==> src/rtl/alu_arbiter_if.sv <==
// Bundle of requester-side and engine-side signals around the shared ALU arbiter.
// The arbiter uses the slave view; requesters and the engine sit on the master view.
interface alu_arbiter_if #(
  parameter int NREQ = 4,
  parameter int DW   = 4,
  parameter int OPW  = 3
);
  logic [NREQ-1:0]     req;
  logic [NREQ*DW-1:0]  req_a;
  logic [NREQ*DW-1:0]  req_b;
  logic [NREQ*OPW-1:0] req_op;
  logic [NREQ-1:0]     gnt;
  logic [NREQ-1:0]     rsp_valid;
  logic [DW-1:0]       rsp_result;
  logic                rsp_err;
  logic                alu_start;
  logic [DW-1:0]       alu_a;
  logic [DW-1:0]       alu_b;
  logic [OPW-1:0]      alu_opcode;
  logic [DW-1:0]       alu_result;
  logic                alu_done;

  modport slave (
    input  req, req_a, req_b, req_op, alu_result, alu_done,
    output gnt, rsp_valid, rsp_result, rsp_err, alu_start, alu_a, alu_b, alu_opcode
  );

  modport master (
    output req, req_a, req_b, req_op, alu_result, alu_done,
    input  gnt, rsp_valid, rsp_result, rsp_err, alu_start, alu_a, alu_b, alu_opcode
  );
endinterface

==> src/rtl/alu_arbiter.sv <==
// Round-robin arbiter/sequencer sharing one ALU engine among NREQ requesters.
//
// state | meaning
// IDLE  | waiting for any request; winner operands latched on exit
// ISSUE | gnt and alu_start pulse for the winner, timeout counter cleared
// WAIT  | waiting for alu_done or timeout
// RESP  | rsp_valid pulse to the winner, round-robin pointer updated
//
// All outputs are registered: the *_n values computed for a transition are
// the values visible during the state being entered.
module alu_arbiter #(
  parameter int NREQ    = 4,
  parameter int DW      = 4,
  parameter int OPW     = 3,
  parameter int TIMEOUT = 15
) (
  input  logic         clk,
  input  logic         rst,
  alu_arbiter_if.slave bus
);
  localparam int IW = $clog2(NREQ);
  localparam int CW = $clog2(TIMEOUT + 1);

  typedef enum logic [1:0] {IDLE, ISSUE, WAIT, RESP} state_t;

  state_t          state, state_n;
  logic [IW-1:0]   idx, idx_n;
  logic [IW-1:0]   last, last_n;
  logic [IW-1:0]   win;
  logic            found;
  logic [CW-1:0]   cnt, cnt_n;
  logic [NREQ-1:0] gnt_q, gnt_n;
  logic [NREQ-1:0] rsp_valid_q, rsp_valid_n;
  logic [DW-1:0]   rsp_result_q, rsp_result_n;
  logic            rsp_err_q, rsp_err_n;
  logic            alu_start_q, alu_start_n;
  logic [DW-1:0]   alu_a_q, alu_a_n;
  logic [DW-1:0]   alu_b_q, alu_b_n;
  logic [OPW-1:0]  alu_opcode_q, alu_opcode_n;

  // Circular search for the first active request starting just after last.
  always_comb begin
    win   = last;
    found = 1'b0;
    for (int k = 1; k <= NREQ; k++) begin
      int cand;
      cand = int'(last) + k;
      if (cand >= NREQ) cand = cand - NREQ;
      if (!found && bus.req[IW'(cand)]) begin
        found = 1'b1;
        win   = IW'(cand);
      end
    end
  end

  // Next-state and next-output logic.
  always_comb begin
    state_n      = state;
    idx_n        = idx;
    last_n       = last;
    cnt_n        = cnt;
    gnt_n        = '0;
    rsp_valid_n  = '0;
    alu_start_n  = 1'b0;
    rsp_result_n = rsp_result_q;
    rsp_err_n    = rsp_err_q;
    alu_a_n      = alu_a_q;
    alu_b_n      = alu_b_q;
    alu_opcode_n = alu_opcode_q;
    case (state)
      IDLE: begin
        if (found) begin
          idx_n        = win;
          alu_a_n      = bus.req_a[win*DW +: DW];
          alu_b_n      = bus.req_b[win*DW +: DW];
          alu_opcode_n = bus.req_op[win*OPW +: OPW];
          gnt_n        = NREQ'(1) << win;
          alu_start_n  = 1'b1;
          state_n      = ISSUE;
        end
      end
      ISSUE: begin
        cnt_n   = '0;
        state_n = WAIT;
      end
      WAIT: begin
        cnt_n = cnt + CW'(1);
        // done has priority over a timeout in the same cycle
        if (bus.alu_done) begin
          rsp_result_n = bus.alu_result;
          rsp_err_n    = 1'b0;
          rsp_valid_n  = NREQ'(1) << idx;
          state_n      = RESP;
        end else if (cnt == CW'(TIMEOUT - 1)) begin
          rsp_result_n = '0;
          rsp_err_n    = 1'b1;
          rsp_valid_n  = NREQ'(1) << idx;
          state_n      = RESP;
        end
      end
      RESP: begin
        last_n  = idx;
        state_n = IDLE;
      end
      default: state_n = IDLE;
    endcase
  end

  // State, pointer, counter and output registers.
  always_ff @(posedge clk or posedge rst) begin
    if (rst) begin
      state        <= IDLE;
      idx          <= '0;
      last         <= IW'(NREQ - 1);
      cnt          <= '0;
      gnt_q        <= '0;
      rsp_valid_q  <= '0;
      rsp_result_q <= '0;
      rsp_err_q    <= 1'b0;
      alu_start_q  <= 1'b0;
      alu_a_q      <= '0;
      alu_b_q      <= '0;
      alu_opcode_q <= '0;
    end else begin
      state        <= state_n;
      idx          <= idx_n;
      last         <= last_n;
      cnt          <= cnt_n;
      gnt_q        <= gnt_n;
      rsp_valid_q  <= rsp_valid_n;
      rsp_result_q <= rsp_result_n;
      rsp_err_q    <= rsp_err_n;
      alu_start_q  <= alu_start_n;
      alu_a_q      <= alu_a_n;
      alu_b_q      <= alu_b_n;
      alu_opcode_q <= alu_opcode_n;
    end
  end

  assign bus.gnt        = gnt_q;
  assign bus.rsp_valid  = rsp_valid_q;
  assign bus.rsp_result = rsp_result_q;
  assign bus.rsp_err    = rsp_err_q;
  assign bus.alu_start  = alu_start_q;
  assign bus.alu_a      = alu_a_q;
  assign bus.alu_b      = alu_b_q;
  assign bus.alu_opcode = alu_opcode_q;
endmodule

==> src/flat_wrapper.sv <==
// flat-port wrapper written by rule: the top's interface ports become plain ports
module alu_arbiter_flat 
#(
  parameter int NREQ    = 4,
  parameter int DW      = 4,
  parameter int OPW     = 3,
  parameter int TIMEOUT = 15
)
  (clk, rst, bus_req, bus_req_a, bus_req_b, bus_req_op, bus_alu_result, bus_alu_done, bus_gnt, bus_rsp_valid, bus_rsp_result, bus_rsp_err, bus_alu_start, bus_alu_a, bus_alu_b, bus_alu_opcode);
  alu_arbiter_if #(.NREQ(NREQ), .DW(DW), .OPW(OPW)) bus_i ();
  input  logic clk;
  input  logic rst;
  input wire logic [$bits(bus_i.req)-1:0] bus_req;
  input wire logic [$bits(bus_i.req_a)-1:0] bus_req_a;
  input wire logic [$bits(bus_i.req_b)-1:0] bus_req_b;
  input wire logic [$bits(bus_i.req_op)-1:0] bus_req_op;
  input wire logic [$bits(bus_i.alu_result)-1:0] bus_alu_result;
  input wire logic [$bits(bus_i.alu_done)-1:0] bus_alu_done;
  output wire logic [$bits(bus_i.gnt)-1:0] bus_gnt;
  output wire logic [$bits(bus_i.rsp_valid)-1:0] bus_rsp_valid;
  output wire logic [$bits(bus_i.rsp_result)-1:0] bus_rsp_result;
  output wire logic [$bits(bus_i.rsp_err)-1:0] bus_rsp_err;
  output wire logic [$bits(bus_i.alu_start)-1:0] bus_alu_start;
  output wire logic [$bits(bus_i.alu_a)-1:0] bus_alu_a;
  output wire logic [$bits(bus_i.alu_b)-1:0] bus_alu_b;
  output wire logic [$bits(bus_i.alu_opcode)-1:0] bus_alu_opcode;
  assign bus_i.req = bus_req;
  assign bus_i.req_a = bus_req_a;
  assign bus_i.req_b = bus_req_b;
  assign bus_i.req_op = bus_req_op;
  assign bus_i.alu_result = bus_alu_result;
  assign bus_i.alu_done = bus_alu_done;
  assign bus_gnt = bus_i.gnt;
  assign bus_rsp_valid = bus_i.rsp_valid;
  assign bus_rsp_result = bus_i.rsp_result;
  assign bus_rsp_err = bus_i.rsp_err;
  assign bus_alu_start = bus_i.alu_start;
  assign bus_alu_a = bus_i.alu_a;
  assign bus_alu_b = bus_i.alu_b;
  assign bus_alu_opcode = bus_i.alu_opcode;
  alu_arbiter #(.NREQ(NREQ), .DW(DW), .OPW(OPW), .TIMEOUT(TIMEOUT)) u_core (.clk(clk), .rst(rst), .bus(bus_i));
endmodule
==> config.mk <==
export PLATFORM = sky130hd
export DESIGN_NAME = alu_arbiter_flat
export DESIGN_NICKNAME = d
export VERILOG_FILES = /design/src/rtl/alu_arbiter_if.sv /design/src/rtl/alu_arbiter.sv /design/src/flat_wrapper.sv
export SDC_FILE = /design/constraint.sdc
export NUM_CORES = 1
export LEC_CHECK = 0
export CORE_ASPECT_RATIO = 1.1
export CORE_MARGIN = 2
export CORE_UTILIZATION = 42
export DETAILED_ROUTE_END_ITERATION = 10
export MAX_ROUTING_LAYER = met4
export PLACE_DENSITY = 0.81
export SETUP_SLACK_MARGIN = 0.05
export SLEW_MARGIN = 20
export SYNTH_ARGS = -nofsm -noshare
export SYNTH_HDL_FRONTEND = slang
export SYNTH_SLANG_ARGS = --single-unit
==> constraint.sdc <==
create_clock -name clk -period 2.32 [get_ports clk]
set_input_delay 0.232 -clock clk [delete_from_list [all_inputs] [get_ports clk]]
set_output_delay 0.232 -clock clk [all_outputs]
set_load 0.01 [all_outputs]
== Word-level counts from Yosys, hierarchy flattened ==
Cells that the tools add are included.
Word-level totals
  register bits after elaboration: 35
  bits of input ports: 55
Operators by class
  $add $sub $neg: 9
  multipliers: 1
  order comparisons: 8
  equal/unequal tests: 6
  shift-type cells: 5
  muxes and demuxes: 40
  reductions and logical operators: 12
Operator list (number)
  indexed part select 16 x 5 -> 4 bit: 2
  2-to-1 mux 4 bit: 7
  2-to-1 mux 2 bit: 11
  less-than comparator 2 x 4 -> 1 bit (second input constant): 4
  2-to-1 mux 1 bit: 16
  indexed part select 12 x 5 -> 3 bit: 1
  greater-or-equal comparator 3 bit (second input constant): 3
  binary-select mux 1 bit (select 2 bit): 4
  one-hot mux 2 bit (4 select lines): 1
  one-hot mux 4 bit (2 select lines): 1
  << shifter 1 x 2 -> 4 bit (first input constant): 2
  subtractor 2 x 1 -> 2 bit (second input constant): 4
  adder 2 x 2 -> 3 bit (second input constant): 2
  AND reduction 2 bit: 3
  adder 2 x 3 -> 4 bit (second input constant): 1
  adder 4 x 1 -> 4 bit (second input constant): 1
  == test 2 bit (second input constant): 2
  == test 4 bit (second input constant): 1
  greater-or-equal comparator 4 x 3 -> 1 bit (second input constant): 1
  multiplier 2 x 2 -> 4 bit (second input constant): 1
  nonzero test 2 bit: 2
  adder 2 x 1 -> 3 bit (second input constant): 1
  logical AND 1 bit: 3
  logical NOT 1 bit: 3
  other kinds (4): 4

== Logic depth before layout (Yosys ltp) ==
  depth in word-level cells: 19
  depth in mapped cells: 7

== Least setup slack after synthesis ==
No wires, ideal clock.
  path kind: reg-to-reg
  start: register u_core.last[0]
  end: register u_core.alu_a_q[0] (netlist: u_core.bus.alu_a[0])
  library setup time: 0.132 ns
  arrival time: 1.539 ns
  path slack: 0.649 ns
  stages on the path, launching flop included: 8
  path buffers: 2
  cell sequence: dfstp_2 > nand2b_2 > o21ai_2 > a211oi_2 > buf_6 > buf_8 > mux2i_1 > o221ai_2
Between the ends
  longest elaborated chain between the ends: 17
  elaborated cells on any way between the ends: 44
  classes of those cells: add/sub: 8; order compare: 4; shift: 1; mux: 24; reduce/logical: 7
RTL lines
  start: declaration: RTL line alu_arbiter.sv:28  | logic [IW-1:0] last, last_n;
  start signal: assignment: RTL line alu_arbiter.sv:114  | last <= IW'(NREQ - 1);
  start signal: assignment: RTL line alu_arbiter.sv:127  | last <= last_n;
  adder 2 x 1 -> 3 bit: RTL line alu_arbiter.sv:47  | cand = int'(last) + k;
  greater-or-equal comparator 3 bit or subtractor 2 x 1 -> 2 bit (tied branches): RTL line alu_arbiter.sv:48  | if (cand >= NREQ) cand = cand - NREQ;
  2-to-1 mux 2 bit: RTL line alu_arbiter.sv:48
  binary-select mux 1 bit (select 2 bit): RTL line alu_arbiter.sv:49  | if (!found && bus.req[IW'(cand)]) begin
  2-to-1 mux 1 bit (not written as such) (2 in a row): RTL line alu_arbiter.sv:49
  2-to-1 mux 1 bit: RTL line alu_arbiter.sv:49
  logical NOT 1 bit: RTL line alu_arbiter.sv:49
  logical AND 1 bit: RTL line alu_arbiter.sv:49
  2-to-1 mux 1 bit: RTL line alu_arbiter.sv:49
  logical NOT 1 bit: RTL line alu_arbiter.sv:49
  logical AND 1 bit: RTL line alu_arbiter.sv:49
  2-to-1 mux 1 bit: RTL line alu_arbiter.sv:49
  logical NOT 1 bit: RTL line alu_arbiter.sv:49
  logical AND 1 bit: RTL line alu_arbiter.sv:49
  2-to-1 mux 2 bit or 2-to-1 mux 1 bit (tied branches): RTL line alu_arbiter.sv:49
  indexed part select 16 x 5 -> 4 bit or AND reduction 2 bit (tied branches)
  end signal: assignment: RTL line alu_arbiter.sv:134  | alu_a_q <= alu_a_n;
  end: declaration: RTL line alu_arbiter.sv:37  | logic [DW-1:0] alu_a_q, alu_a_n;
Parallel ways exist; a longest one is shown, timed or not. The select of a mux whose other input is x is not followed.
A chain may end at the register's enable or synchronous reset.

== Worst setup path after layout ==
  start: register u_core.last[0]
  end: register u_core.alu_b_q[2] (netlist: u_core.bus.alu_b[2])
Between the ends
  longest elaborated chain between the ends: 17
  elaborated cells on any way between the ends: 44
  classes of those cells: add/sub: 8; order compare: 4; shift: 1; mux: 24; reduce/logical: 7
RTL lines
  adder 2 x 1 -> 3 bit: RTL line alu_arbiter.sv:47
  greater-or-equal comparator 3 bit or subtractor 2 x 1 -> 2 bit (tied branches): RTL line alu_arbiter.sv:48
  2-to-1 mux 2 bit: RTL line alu_arbiter.sv:48
  binary-select mux 1 bit (select 2 bit): RTL line alu_arbiter.sv:49
  2-to-1 mux 1 bit (not written as such) (2 in a row): RTL line alu_arbiter.sv:49
  2-to-1 mux 1 bit: RTL line alu_arbiter.sv:49
  logical NOT 1 bit: RTL line alu_arbiter.sv:49
  logical AND 1 bit: RTL line alu_arbiter.sv:49
  2-to-1 mux 1 bit: RTL line alu_arbiter.sv:49
  logical NOT 1 bit: RTL line alu_arbiter.sv:49
  logical AND 1 bit: RTL line alu_arbiter.sv:49
  2-to-1 mux 1 bit: RTL line alu_arbiter.sv:49
  logical NOT 1 bit: RTL line alu_arbiter.sv:49
  logical AND 1 bit: RTL line alu_arbiter.sv:49
  2-to-1 mux 2 bit or 2-to-1 mux 1 bit (tied branches): RTL line alu_arbiter.sv:49
  indexed part select 16 x 5 -> 4 bit or AND reduction 2 bit (tied branches)
  end signal: assignment: RTL line alu_arbiter.sv:135  | alu_b_q <= alu_b_n;
  end: declaration: RTL line alu_arbiter.sv:38  | logic [DW-1:0] alu_b_q, alu_b_n;
Parallel ways exist; a longest one is shown, timed or not. The select of a mux whose other input is x is not followed.

==> summary.md <==
| Metric | Value |
|---|---|
| Antenna Diode Count | `0` |
| Final WS setup | `483 ps` |
| Type of the worst min-delay path | `input pin to asynchronous set/reset pin` |
| Ys async rst share | `100%` |
| Longest Clk Path Bufs | `2` |
| DRC | `0` |
| Congestion Overflow GR | `0` |
| TNS Setup | `0 ps` |
| Fin crit period | `1840 ps` |
| Slew @ Worst Pin | `651 ps` |
| FF+latch count, synth | `35` |
| Area leader, netlist | `dfrtp_1` |
| CTS resizes | `0` |
| Cells on worst reg2reg path | `6` |
| Multi-input gate area | `813 sq um` |
| CTS tree | `done` |
| Post-synthesis cell count | `154` |
| CTS H-Tree Depth | `2` |
| CTS buffer count | `5` |
| Avg Vias per Cell | `5.12` |
| CP Max Fanout | `26` |
| RSZ-0062 raised after global routing | `no` |
| Leakage power | `1.19 nW` |
| Die area | `4800 sq um` |
| DRT Pass-1 Iters | `4` |
| Post-CTS Setup Bufs | `0` |
| Crit path buffers/inverters | `1` |
| Initial DRC count | `37` |
| Reg area | `878 sq um` |
| Final worst path period share | `79.2%` |
| GRT Total Usage | `19.6%` |
| Slew Limit Headroom | `56.5%` |
| Avg Cell Area, Syn | `11.6 sq um` |
| Yosys cell types | `38` |
| Fmax | `0.545 GHz` |
| Skew final | `4.78 ps` |
| WL/cell | `15.0 microns` |
| Setup violations, final | `0` |
| Final Wtd Congestion | `0.747` |
| Share of the synthesized area in the top cell type | `46.2%` |
| Nature of the critical path startpoint | `register` |
| Setup Slack @ Placement | `251 ps` |
| Post-CTS Hold Fix Bufs | `0` |
| Count leader, synth | `dfrtp_1` |
| Buffers on Ports | `79` |
| Slowest stage delay, CP | `550 ps` |
| Worst skew pair latency | `280 ps` |
| Fill cell count | `353` |
| Post-DP HPWL | `3400 microns` |
| Number of clock sinks | `35` |
| Synth cell count leaders | `dfrtp_1 (33), mux2i_1 (22), nand2_1 (22), o221ai_2 (8), inv_1 (7)` |
| Top FF cell, synth | `dfrtp_1` |
| Total vias in the final route | `1,485` |
| First-pass GRT wire length | `6930 microns` |
| Die X | `66.2 microns` |
| Post-Syn Area | `1790 sq um` |
| CP delay by family, top | `flip-flops` |
| Status | `finished, final reports clean` |
| Crit path kind | `register to register` |
| Pin count of the biggest net entering global routing | `27` |
| Max cap viols | `0` |
| I/O pins | `80` |
| Number of global-route vias before repair | `1,513` |
| CTS Root Buffer Type | `clkbuf_8` |
| Num rows | `24` |
| Crit path arrival time | `1990 ps` |
| Routed wire length | `4360 microns` |
| P&R area growth vs syn | `52.0%` |
| Syn nets | `214` |
| Synth top area cells | `dfrtp_1 (46%), mux2i_1 (12%), o221ai_2 (6.7%)` |
| Post-route ant nets | `0` |
| Final hold violation count | `0` |
| Core area | `4020 sq um` |
| WP depth | `6` |
| Worst vdd ir | `0.713 mV` |
| Power per standard cell area | `1140 nW/um^2` |
| Die Y | `72.4 microns` |
| Required time worst endpoint | `2470 ps` |
| Share of cells above drive strength 1 | `12.2%` |
| Fin. max-slew vios | `0` |
| Warnings, synthesis | `0` |
| Post-synth EDFFs | `0` |
| Worst Setup End Kind | `register` |
| Starting density of the core | `44.4%` |
| Slowest CP cell | `dfstp_2` |
| Cell chain of the critical path | `nand2b_1 -> a21oi_1 -> a211oi_4 -> buf_12 -> mux2i_1 -> o221ai_2` |
| Clk slew on worst S/H paths | `70 ps` |
| Initial antenna violation count | `0` |
| Layout Nets | `297` |
| Register area share after synthesis | `49.1%` |
[final cells by class]
type / count / share of cell area (%)
repair buffers: 83 / 31.1
inverters: 9 / 1.24
well taps: 52 / 2.39
clock inverters: 1 / 0.184
multi-input cells: 103 / 29.9
clock buffers: 7 / 2.81
flip-flops and latches: 35 / 32.3
[worst paths after layout]
check / startpoint / end / slack (ps)
hold / removal: rst / u_core.bus.rsp_result[2]$_DFFE_PP0P_ / 340
hold reg to reg: u_core.cnt[3]$_DFFE_PP0P_ / u_core.cnt[3]$_DFFE_PP0P_ / 490
max in group asynchronous: rst / u_core.bus.alu_a[3]$_DFFE_PP0P_ / 1460
min in group clk: u_core.cnt[3]$_DFFE_PP0P_ / u_core.cnt[3]$_DFFE_PP0P_ / 490
setup reg to reg: u_core.last[0]$_DFFE_PP1N_ / u_core.bus.alu_b[2]$_DFFE_PP0P_ / 480
setup / recovery: u_core.last[0]$_DFFE_PP1N_ / u_core.bus.alu_b[2]$_DFFE_PP0P_ / 480
[metal layers]
layer / GRT usage (%) / wire (microns) / up-vias
li1: - / - / 720
met1: 23.3 / 1820 / 712
met2: 31.6 / 2180 / 49
met3: 5.89 / 313 / 4
met4: 7.26 / 44 / 0
met5: - / 0 / -
[cell usage in the layout (no fill, tap or decap), types with 2 or more instances in the layout]
cell type         n
mux2_2            2
buf_4             2
nand2b_1          3
mux2i_1          22
clkbuf_8          5
o21ai_0           5
nand2b_2          3
o221ai_2          8
nand3_1           3
ha_1              5
a32o_1            4
inv_1             7
nor2_1            6
buf_12            2
inv_2             2
dfrtp_1          33
clkbuf_1          2
clkdlybuf4s50_1  79
o221ai_1          3
nor3b_1           2
dfstp_2           2
nand2_1          22
[worst register-to-register path: stages, from the launching register on]
cell      delay (ps)
dfstp_2          550
nand2b_1         130
a21oi_1          100
a211oi_4         260
buf_12           240
mux2i_1          300
o221ai_2         130
[registers in the layout (all words and copies together), names as in the netlist]
signal / flops
u_core.bus.alu_a: 4
u_core.bus.alu_b: 4
u_core.bus.alu_opcode: 3
u_core.bus.alu_start: 1
u_core.bus.gnt: 4
u_core.bus.rsp_err: 1
u_core.bus.rsp_result: 4
u_core.bus.rsp_valid: 4
u_core.cnt: 4
u_core.idx: 2
u_core.last: 2
u_core.state: 2
[kinds of logic (layout without fill, tap and decap cells)]
| logic type | count (synthesis) | in the layout | share of synthesized area, % |
|---|---|---|---|
| AND/OR/NAND/NOR | 42 | 42 | 11.1 |
| flip-flops | 35 | 35 | 49.1 |
| AO/OA/AOI/OAI | 32 | 32 | 16.9 |
| multiplexers | 24 | 24 | 13.6 |
| buffers and inverters | 16 | 100 | 5.81 |
| adder cells (fa/ha/maj) | 5 | 5 | 3.50 |
[where the power goes]
| group | switching (mW) | total [mW] | leakage, nW | internal (mW) |
|---|---|---|---|---|
| clock network | 0.201 | 0.412 | 0.0422 | 0.210 |
| registers | 0.156 | 1.02 | 0.445 | 0.866 |
| logic | 0.790 | 1.66 | 0.702 | 0.872 |
[through the flow]
stage | power, mW | util, % | instances | instance area [sq um] | hold WS [ps]
2_1_floorplan | 2.09 | - | 154 | 1790 | 321
3_3_place_gp | 2.67 | 65.5 | 282 | 2640 | 473
3_5_place_dp | 2.72 | 65.5 | 282 | 2640 | 473
4_1_cts | 3.14 | 67.5 | 290 | 2720 | 350
5_1_grt | 3.34 | 67.5 | 290 | 2720 | 406
6_report | 3.10 | 67.5 | 290 | 2720 | 338
No activity file was read; power rests on OpenSTA's default activity.
